$ cat src/rtl/memory_m9k_acc_param.sv
// Dual-read, single-write word store with registered reads, a two-stage
// accumulate-write pipeline (mem += data) and a hardware zero-fill sweep that
// runs after reset and on CLEAR.
// Optional feature: define MEMORY_M9K_RD_BYPASS_EN to let reads see results
// still in flight in the write pipeline.
module memory_m9k_acc_param #(
  parameter int unsigned DATA_W = 35,
  parameter int unsigned DEPTH  = 10,
  parameter int unsigned ADDR_W = 4
) (
  input  logic              CLOCK_50,
  input  logic              RESET_N,
  input  logic              CLEAR,
  output logic              BUSY,
  input  logic              WR,
  input  logic              ACC,
  input  logic [ADDR_W-1:0] wr_address_word,
  input  logic [DATA_W-1:0] wr_data_word,
  input  logic              rd_en,
  input  logic [ADDR_W-1:0] address_word_1,
  input  logic [ADDR_W-1:0] address_word_2,
  output logic [DATA_W-1:0] data_word_1,
  output logic [DATA_W-1:0] data_word_2,
  output logic              rd_valid
);

  typedef enum logic [0:0] {StIdle, StSweep} state_e;

  // One extra bit so DEPTH == 2**ADDR_W compares correctly.
  localparam logic [ADDR_W:0] DepthLim = (ADDR_W + 1)'(DEPTH);
  localparam logic [ADDR_W-1:0] LastAddr = ADDR_W'(DEPTH - 1);

  function automatic logic in_range(input logic [ADDR_W-1:0] a);
    return ({1'b0, a} < DepthLim);
  endfunction

  logic [DATA_W-1:0] mem [DEPTH];

  state_e            state_q;
  logic [ADDR_W-1:0] sweep_addr_q;
  logic              busy_q;

  // S1 registers: op captured with the old value it will combine with.
  logic              s1_valid_q;
  logic [ADDR_W-1:0] s1_addr_q;
  logic [DATA_W-1:0] s1_data_q;
  logic              s1_acc_q;
  logic [DATA_W-1:0] s1_old_q;

  logic              wr_accept;
  logic [DATA_W-1:0] s2_result;
  logic [DATA_W-1:0] fwd_old;
  logic [DATA_W-1:0] rd_val_1;
  logic [DATA_W-1:0] rd_val_2;

  assign BUSY      = busy_q;
  assign wr_accept = WR && !busy_q;

  // S2 result for the op held in S1; written to the array at the next edge.
  always_comb begin
    s2_result = s1_data_q;
    if (s1_acc_q) s2_result = s1_old_q + s1_data_q;
  end

  // Old value for an op entering S1, forwarded from S2 on an address hit.
  always_comb begin
    fwd_old = '0;
    if (in_range(wr_address_word)) begin
      if (s1_valid_q && (s1_addr_q == wr_address_word)) fwd_old = s2_result;
      else fwd_old = mem[wr_address_word];
    end
  end

`ifdef MEMORY_M9K_RD_BYPASS_EN
  logic [DATA_W-1:0] s1_result;

  // Result of the op entering S1 this edge, using the forwarded old value.
  always_comb begin
    s1_result = wr_data_word;
    if (ACC) s1_result = fwd_old + wr_data_word;
  end

  // Read muxes: array, then S2 result, then the newer S1 result.
  always_comb begin
    rd_val_1 = '0;
    rd_val_2 = '0;
    if (in_range(address_word_1)) begin
      rd_val_1 = mem[address_word_1];
      if (s1_valid_q && (s1_addr_q == address_word_1)) rd_val_1 = s2_result;
      if (wr_accept && (wr_address_word == address_word_1)) rd_val_1 = s1_result;
    end
    if (in_range(address_word_2)) begin
      rd_val_2 = mem[address_word_2];
      if (s1_valid_q && (s1_addr_q == address_word_2)) rd_val_2 = s2_result;
      if (wr_accept && (wr_address_word == address_word_2)) rd_val_2 = s1_result;
    end
  end
`else
  // Read muxes: array only; out-of-range addresses read as zero.
  always_comb begin
    rd_val_1 = '0;
    rd_val_2 = '0;
    if (in_range(address_word_1)) rd_val_1 = mem[address_word_1];
    if (in_range(address_word_2)) rd_val_2 = mem[address_word_2];
  end
`endif

  // Sweep FSM: zero-fill one word per cycle, restartable by CLEAR.
  always_ff @(posedge CLOCK_50 or negedge RESET_N) begin
    if (!RESET_N) begin
      state_q      <= StSweep;
      sweep_addr_q <= '0;
      busy_q       <= 1'b1;
    end else begin
      unique case (state_q)
        StSweep: begin
          if (CLEAR) begin
            sweep_addr_q <= '0;
          end else if (sweep_addr_q == LastAddr) begin
            state_q      <= StIdle;
            busy_q       <= 1'b0;
            sweep_addr_q <= '0;
          end else begin
            sweep_addr_q <= sweep_addr_q + 1'b1;
          end
        end
        StIdle: begin
          if (CLEAR) begin
            state_q      <= StSweep;
            busy_q       <= 1'b1;
            sweep_addr_q <= '0;
          end
        end
        default: begin
          state_q <= StSweep;
          busy_q  <= 1'b1;
        end
      endcase
    end
  end

  // Write pipeline S1: capture accepted op and its (forwarded) old value.
  always_ff @(posedge CLOCK_50 or negedge RESET_N) begin
    if (!RESET_N) begin
      s1_valid_q <= 1'b0;
      s1_addr_q  <= '0;
      s1_data_q  <= '0;
      s1_acc_q   <= 1'b0;
      s1_old_q   <= '0;
    end else begin
      s1_valid_q <= wr_accept;
      if (wr_accept) begin
        s1_addr_q <= wr_address_word;
        s1_data_q <= wr_data_word;
        s1_acc_q  <= ACC;
        s1_old_q  <= fwd_old;
      end
    end
  end

  // Array writes: S2 result, then sweep zero (sweep wins on a collision).
  always_ff @(posedge CLOCK_50) begin
    if (s1_valid_q && in_range(s1_addr_q)) mem[s1_addr_q] <= s2_result;
    if (state_q == StSweep) mem[sweep_addr_q] <= '0;
  end

  // Registered read ports; data holds when rd_en is low.
  always_ff @(posedge CLOCK_50 or negedge RESET_N) begin
    if (!RESET_N) begin
      data_word_1 <= '0;
      data_word_2 <= '0;
      rd_valid    <= 1'b0;
    end else begin
      rd_valid <= rd_en;
      if (rd_en) begin
        data_word_1 <= rd_val_1;
        data_word_2 <= rd_val_2;
      end
    end
  end

endmodule
$ cat config.mk
export PLATFORM = sky130hd
export DESIGN_NAME = memory_m9k_acc_param
export DESIGN_NICKNAME = d
export VERILOG_FILES = /design/src/rtl/memory_m9k_acc_param.sv
export SDC_FILE = /design/constraint.sdc
export NUM_CORES = 1
export LEC_CHECK = 0
export BUFFER_PORTS_ARGS = -buffer_cell sky130_fd_sc_hd__buf_2
export CORE_MARGIN = 2
export CORE_UTILIZATION = 60
export DETAILED_ROUTE_END_ITERATION = 7
export GPL_ROUTABILITY_DRIVEN = 0
export HOLD_SLACK_MARGIN = 0.1
export PLACE_DENSITY = 0.78
export RECOVER_POWER = 100
export SLEW_MARGIN = 20
export SYNTH_ARGS = -nofsm -noshare
export SYNTH_HDL_FRONTEND = slang
export SYNTH_SLANG_ARGS = --single-unit
$ cat constraint.sdc
create_clock -name CLOCK_50 -period 5.98 [get_ports CLOCK_50]
set_input_delay 1.196 -clock CLOCK_50 [delete_from_list [all_inputs] [get_ports CLOCK_50]]
set_output_delay 1.196 -clock CLOCK_50 [all_outputs]
set_load 0.01 [all_outputs]
**After elaboration in Yosys (flattened, before gate mapping)**

Memory sizes are Yosys's and may differ from the RTL's.
Cells that the tools add are included.

- Output and inout port bits: 72
- Register bits: 153
- Logic and storage cells: 50
- Bits in writable memories: 350
- Memories kept: 1
- Input port bits: 53

- Muxes and demuxes: 21
- $add $sub $neg: 2
- $lt $le $gt $ge: 4
- Bitwise logic cells: 1
- Reductions and logical operators: 5
- Equality and inequality tests: 5

Memory list:

| name | depth | bits a word | rd ports | clocked after Yosys merged registers in | wr ports | line | text |
|---|---|---|---|---|---|---|---|
| mem | 10 | 35 | 3 | 0 | 2 | 37 | `logic [DATA_W-1:0] mem [DEPTH];` |

Operators with widths:

| operator | number |
|---|---|
| 2-to-1 mux 35 bit | 5 |
| adder 35 bit | 1 |
| less-than comparator 4 bit, second input constant | 4 |
| 2-to-1 mux 4 bit | 3 |
| 2-to-1 mux 1 bit | 10 |
| one-hot mux 4 bit (2 select lines) | 1 |
| adder 4 x 1 -> 4 bit, second input constant | 1 |
| == test 4 bit | 1 |
| == test 4 bit, second input constant | 1 |
| != test 2 bit, second input constant | 2 |
| one-hot mux 1 bit (2 select lines) | 2 |
| logical AND 1 bit | 3 |
| AND reduction 3 bit | 1 |
| != test 2 x 1 -> 1 bit, second input constant | 1 |
| zero test 1 bit | 1 |
| inverter 1 bit | 1 |

**Longest topological paths before layout**

- Word-level depth: 4
- Gate-level depth with buffers: 13
- Mapped depth without buffers: 12

**Least setup slack after synthesis**

OpenSTA, ideal clock, no wires.

- Path kind: in2reg
- Start point: input port wr_address_word[0]
- End point: register s1_old_q[1]
- Data required time: 5.844 ns
- Library setup time: 0.136 ns
- Data arrival time: 3.009 ns
- Cell stages on the path: 8
- Setup slack: 2.834 ns
- Buffers on the path: 3
- Path through: buf_2 > buf_2 > buf_2 > mux4_2 > a211oi_1 > a21oi_1 > a21oi_1 > o22ai_1

- Longest elaborated chain between the ends: 4
- Elaborated cells on any way between the ends: 6
- Those cells by class: 1 x order compare; 1 x eq/ne; 2 x mux; 1 x reduce/logical; 1 x memory

Ends and longest elaborated chain:

| item | line | text |
|---|---|---|
| from (decl) | 17 | `input logic [ADDR_W-1:0] wr_address_word,` |
| branches (longest 3 deep; another with memory (10 x 35 bit)) | - |  |
| 2-to-1 mux 35 bit * | 68 | `if (in_range(wr_address_word)) begin` |
| to (signal assigned) | 156 | `s1_old_q <= fwd_old;` |
| to (decl) | 48 | `logic [DATA_W-1:0] s1_old_q;` |

Mark *: on every way between the ends.
A chain may end at the register's enable or synchronous reset.

==> run summary <==
The number of standard cells after synthesis was 2867. After layout, the design draws a total of 13.2 mW. From bottom edge to top edge, the die measures 221 um. Port buffering added 124 buffers. The number of setup buffers added after CTS is 0. Synthesis instantiated 71 different standard cells from the library.

The detailed-routing iteration count for the pre-antenna-repair pass was 8. STA classifies the critical path endpoint as a flop. The number of nets with antenna violations after detailed routing is 0.

For the initial antenna violation count, the log shows 1. The tools report the synthesized cell area as 28200 sq um. Headroom to the max-slew limit: -176%. Summing the areas of all compound-gate instances in the mapped netlist gives 20.2% of the synthesized area. The violation count after the first detailed-routing iteration was 3530; the vias per cell was 7.20.

The run gives 46500 sq um as the area of the core. In this run the deepest clock path goes through 3 buffers. Setup repair after global routing left no endpoint under its margin. The die covers 48700 sq um. The first global-routing pass estimated 144000 um of wire. The number of synthesis warnings is 0, and the biggest cell delay along the critical path is 2.22 ns. The switching power of the nets is 4.67 mW, and the multi-input gate area in the final layout is 16200 sq um. The H-tree depth is 2, and the fraction of layout cells with a size suffix above 1 is 18.3%.

The average wire length per cell after detail routing is 27.3 um. Critical path's top delay family: simple AND/OR/NAND/NOR gates. In this run, the clock network consumes 25.6% of the power. The post-synthesis register bit count came out at 503. Clock root buffer: sky130_fd_sc_hd__clkbuf_16.

The tools report the number of gates resized after cts as 0. Setup violations remaining at the end of the flow were counted as 0. Across the run, the number of max-cap violations was 17. Of the total synthesized cell area, the portion taken by AND, OR, NAND and NOR gates is 12.1%.

The max-slew violation total from the final report came out at 810. Dividing the synthesized area by the synthesized cell count gives 9.83 sq um. The final critical path takes up 80.8% of the cycle.

Yosys mapped a number of flops with a built-in enable equal to 0. Of all flip-flops after synthesis, the portion carrying an async set or reset was 30.4%. In this run, CTS created clock tree buffers numbering 53. After synthesis, the share of cell area in mux cells is 22.2%. The die is 221 um wide.

The clock-pin slew on the worst setup and hold paths is 0.06 ns. For this run, the post-layout net count is 2906. The transition time of the tightest slew-check pin was 4.13 ns. The area of all placed cells without fillers came out at 30600 sq um. From synthesis to final layout, the design area changed by 8.59%. The worst setup path is launched from a flop.

The tools report the cell total after placement as 3370. The flow ran to the end, but the final reports show violations. The worst-skew pair later-pin latency is 0.62 ns.

Of the total power, the share spent switching nets is 35.3%. Hold buffer count at cts: 0. The area share of the largest cell type after synthesis is 24.9%.

Combinational logic burns 33.2% of the power. The logs give 11.6 nW for the static leakage and 3654 for the number of fillers in the final layout. The kind of critical path is flop to flop.

Sorting the synthesized cells by area gives the leading types as sky130_fd_sc_hd__dfxtp_1 25%, sky130_fd_sc_hd__mux4_2 17%, sky130_fd_sc_hd__dfrtp_1 13%. Cell internal power was estimated by the tool at 8.55 mW. The total grt overflow was 0. The adder and majority cell fraction of the synthesized area works out to 1.58%. The checks that failed: DRC, capacitance limit, slew limit.

Entering global routing, the biggest net connects 78 pins. Of the total synthesized cell area, the portion taken by XOR and XNOR cells is 1.09%. The most used flip-flop cell after synthesis is sky130_fd_sc_hd__dfxtp_1. The area after detailed placement was 29100 sq um; the number of remaining DRC errors was 2.

The run gives 503 as the CTS sink count. The signal on the critical path passes through or3b_1, nor2_1, clkbuf_2, nor2_1, a211oi_1. The initial utilization of the core area, before any placement, comes to 60.7%.

Summed over all layers, the routed wires come to 94700 um. Along the worst path, the maximum fanout reaches 33. The sequential cells in the finished layout cover a total of 10800 sq um. Static timing analysis puts the maximum clock frequency at 207 MHz.

Biggest area consumer among synthesized cells: sky130_fd_sc_hd__dfxtp_1. The total count of hold-check failures in the final report is 0. By area, the combinational part of the netlist is dominated by multiplexers.

The logs give 0 for the antenna diode instance count and 125 for the I/O pin count. The final critical delay including setup and external delays was 4.83 ns. The number of buffers and inverters on the critical path was 1; the half-perimeter wire length after placement was 56800 um. Power spread over the standard cell area amounts to 432 nW/um^2.

For the part of the power in registers, the log shows 41.2%. The library cell appearing most often on the critical path was sky130_fd_sc_hd__nor2_1. In this run the worst hold path is classified as flop to flop.

Summing the sequential cell areas from Yosys gives 38.5% of the chip area. For the required time of the critical path, the log shows 6.50 ns. The final cell count without fillers was 3469.

Overall routing resource usage: 38.8%. The number of nets handed over by synthesis was 2955. Adding up every negative setup slack in the final design gives 0 ns. TritonCTS built the clock tree. The worst path arrival time is 5.35 ns. After floorplanning, the core was divided into 79 placement rows.

The slowest stage of the critical path is the sky130_fd_sc_hd__nor2_1 cell. The number of global-route vias before repair is 24.6k, and the via count is 25.0k. On the final layout, the worst clock skew is 0.0302 ns.

The tools report the maximum VDD drop as 0.296 mV.
-- power by group through the flow --
stage / Clock [mW] / Combinational, mW / Sequential (mW)
after floorplan: 0 / 3.29 / 5.15
after global placement: 0 / 4.13 / 5.33
after detailed placement: 0 / 4.28 / 5.45
after CTS: 3.40 / 4.31 / 5.39
after global routing: 3.53 / 4.70 / 5.57
final: 3.39 / 4.39 / 5.45
-- sequential cells by signal, summed over array words and instances, names as in the netlist --
| signal | count |
|---|---|
| mem | 350 |
| sweep_addr_q | 4 |
| s1_data_q | 35 |
| data_word_1 | 35 |
| data_word_2 | 35 |
| s1_valid_q | 1 |
| state_q | 1 |
| BUSY | 1 |
| s1_acc_q | 1 |
| s1_old_q | 35 |
| s1_addr_q | 4 |
| rd_valid | 1 |
-- placed cells by master (no fill, tap or decap), drive strengths merged, types with 13 or more instances in the layout --
cell type	count
mux2i	65
a2bb2oi	68
nand2	238
buf	105
o21ai	54
nor3	31
nor2	453
clkbuf	159
xor2	21
nor2b	41
a22oi	70
ha	34
dfxtp	350
a21oi	193
a211oi	333
inv	15
dfrtp	151
xnor2	14
mux4	210
clkinv	15
a21o	23
nand3	13
mux2	78
-- final timing paths --
check | cells after the start | endpoint | slack (ns) | startpoint
min reg2reg | 2 | mem[8][17] | 0.48 | mem[8][17]
min | 2 | mem[8][17] | 0.48 | mem[8][17]
max reg2reg | 5 | mem[3][19] | 1.15 | s1_addr_q[3]
min in group asynchronous | 1 | data_word_2[20] | 0.63 | RESET_N
max | 5 | mem[3][19] | 1.15 | s1_addr_q[3]
max in group asynchronous | 2 | data_word_1[12] | 2.24 | RESET_N
-- worst register-to-register path, delay by kind of cell, from the launching register on --
family	cells	cell delay [ns]
and+or+nand+nor	3	2.93
DFF	1	0.50
buffers and inverters	1	1.06
AOI/OAI and AO/OA	1	0.26
-- logic make-up after synthesis --
family	Yosys count
compound gates	809
xor+xnor	35
buf+inv	310
flops	503
mux	353
fa+ha+maj	35
simple gates	822
-- through the flow --
stage / hold slack (ns) / setup WS [ns] / util [%]
after floorplan: 0.448 / 2.83 / -
after global placement: 0.464 / 2.08 / 62.6
after detailed placement: 0.479 / 2.01 / 62.7
after CTS: 0.483 / 2.25 / 66.4
after global routing: 0.504 / 1.11 / 65.9
final: 0.485 / 1.15 / 65.9
-- area by class of cell --
type                            count  area share [%]
Tap cell                          607            2.48
Clock inverter                     28           0.953
Inverter                           13           0.159
Sequential cell                   503            35.4
Timing Repair Buffer              193            3.39
Clock buffer                       71            4.78
Multi-Input combinational cell   2054            52.8
-- layer usage --
layer | global-route usage [%] | wire length, um
met5 | 0 | 11
met4 | 19.0 | 5630
met2 | 58.0 | 40500
met3 | 13.0 | 14200
met1 | 50.9 | 34300
-- cells in the mapped netlist (3+ instances only) --
cell,number
sky130_fd_sc_hd__buf_1,24
sky130_fd_sc_hd__a2bb2oi_1,68
sky130_fd_sc_hd__a22o_1,6
sky130_fd_sc_hd__buf_2,37
sky130_fd_sc_hd__mux4_2,210
sky130_fd_sc_hd__a31oi_1,8
sky130_fd_sc_hd__nor3_1,30
sky130_fd_sc_hd__dfxtp_1,350
sky130_fd_sc_hd__mux2i_1,65
sky130_fd_sc_hd__and2_1,3
sky130_fd_sc_hd__inv_2,4
sky130_fd_sc_hd__nand2_1,237
sky130_fd_sc_hd__clkbuf_1,233
sky130_fd_sc_hd__nand4_1,11
sky130_fd_sc_hd__o22ai_1,8
sky130_fd_sc_hd__a211o_1,3
sky130_fd_sc_hd__a211oi_1,315
sky130_fd_sc_hd__nand3_1,11
sky130_fd_sc_hd__a211oi_2,18
sky130_fd_sc_hd__nor3b_1,3
sky130_fd_sc_hd__inv_1,8
sky130_fd_sc_hd__o21ai_0,46
sky130_fd_sc_hd__and3_1,3
sky130_fd_sc_hd__a21oi_1,191
sky130_fd_sc_hd__o211ai_1,9
sky130_fd_sc_hd__nand2b_1,10
sky130_fd_sc_hd__ha_1,34
sky130_fd_sc_hd__o21a_1,12
sky130_fd_sc_hd__mux2_2,78
sky130_fd_sc_hd__o21ai_1,8
sky130_fd_sc_hd__dfrtp_1,151
sky130_fd_sc_hd__a22oi_1,70
sky130_fd_sc_hd__nand3b_1,7
sky130_fd_sc_hd__xor2_1,21
sky130_fd_sc_hd__nor2b_1,41
sky130_fd_sc_hd__nor2_1,453
sky130_fd_sc_hd__xnor2_1,14
sky130_fd_sc_hd__o21bai_1,3
sky130_fd_sc_hd__a21o_1,23
Note: power is estimated with default switching activity, not from simulation.
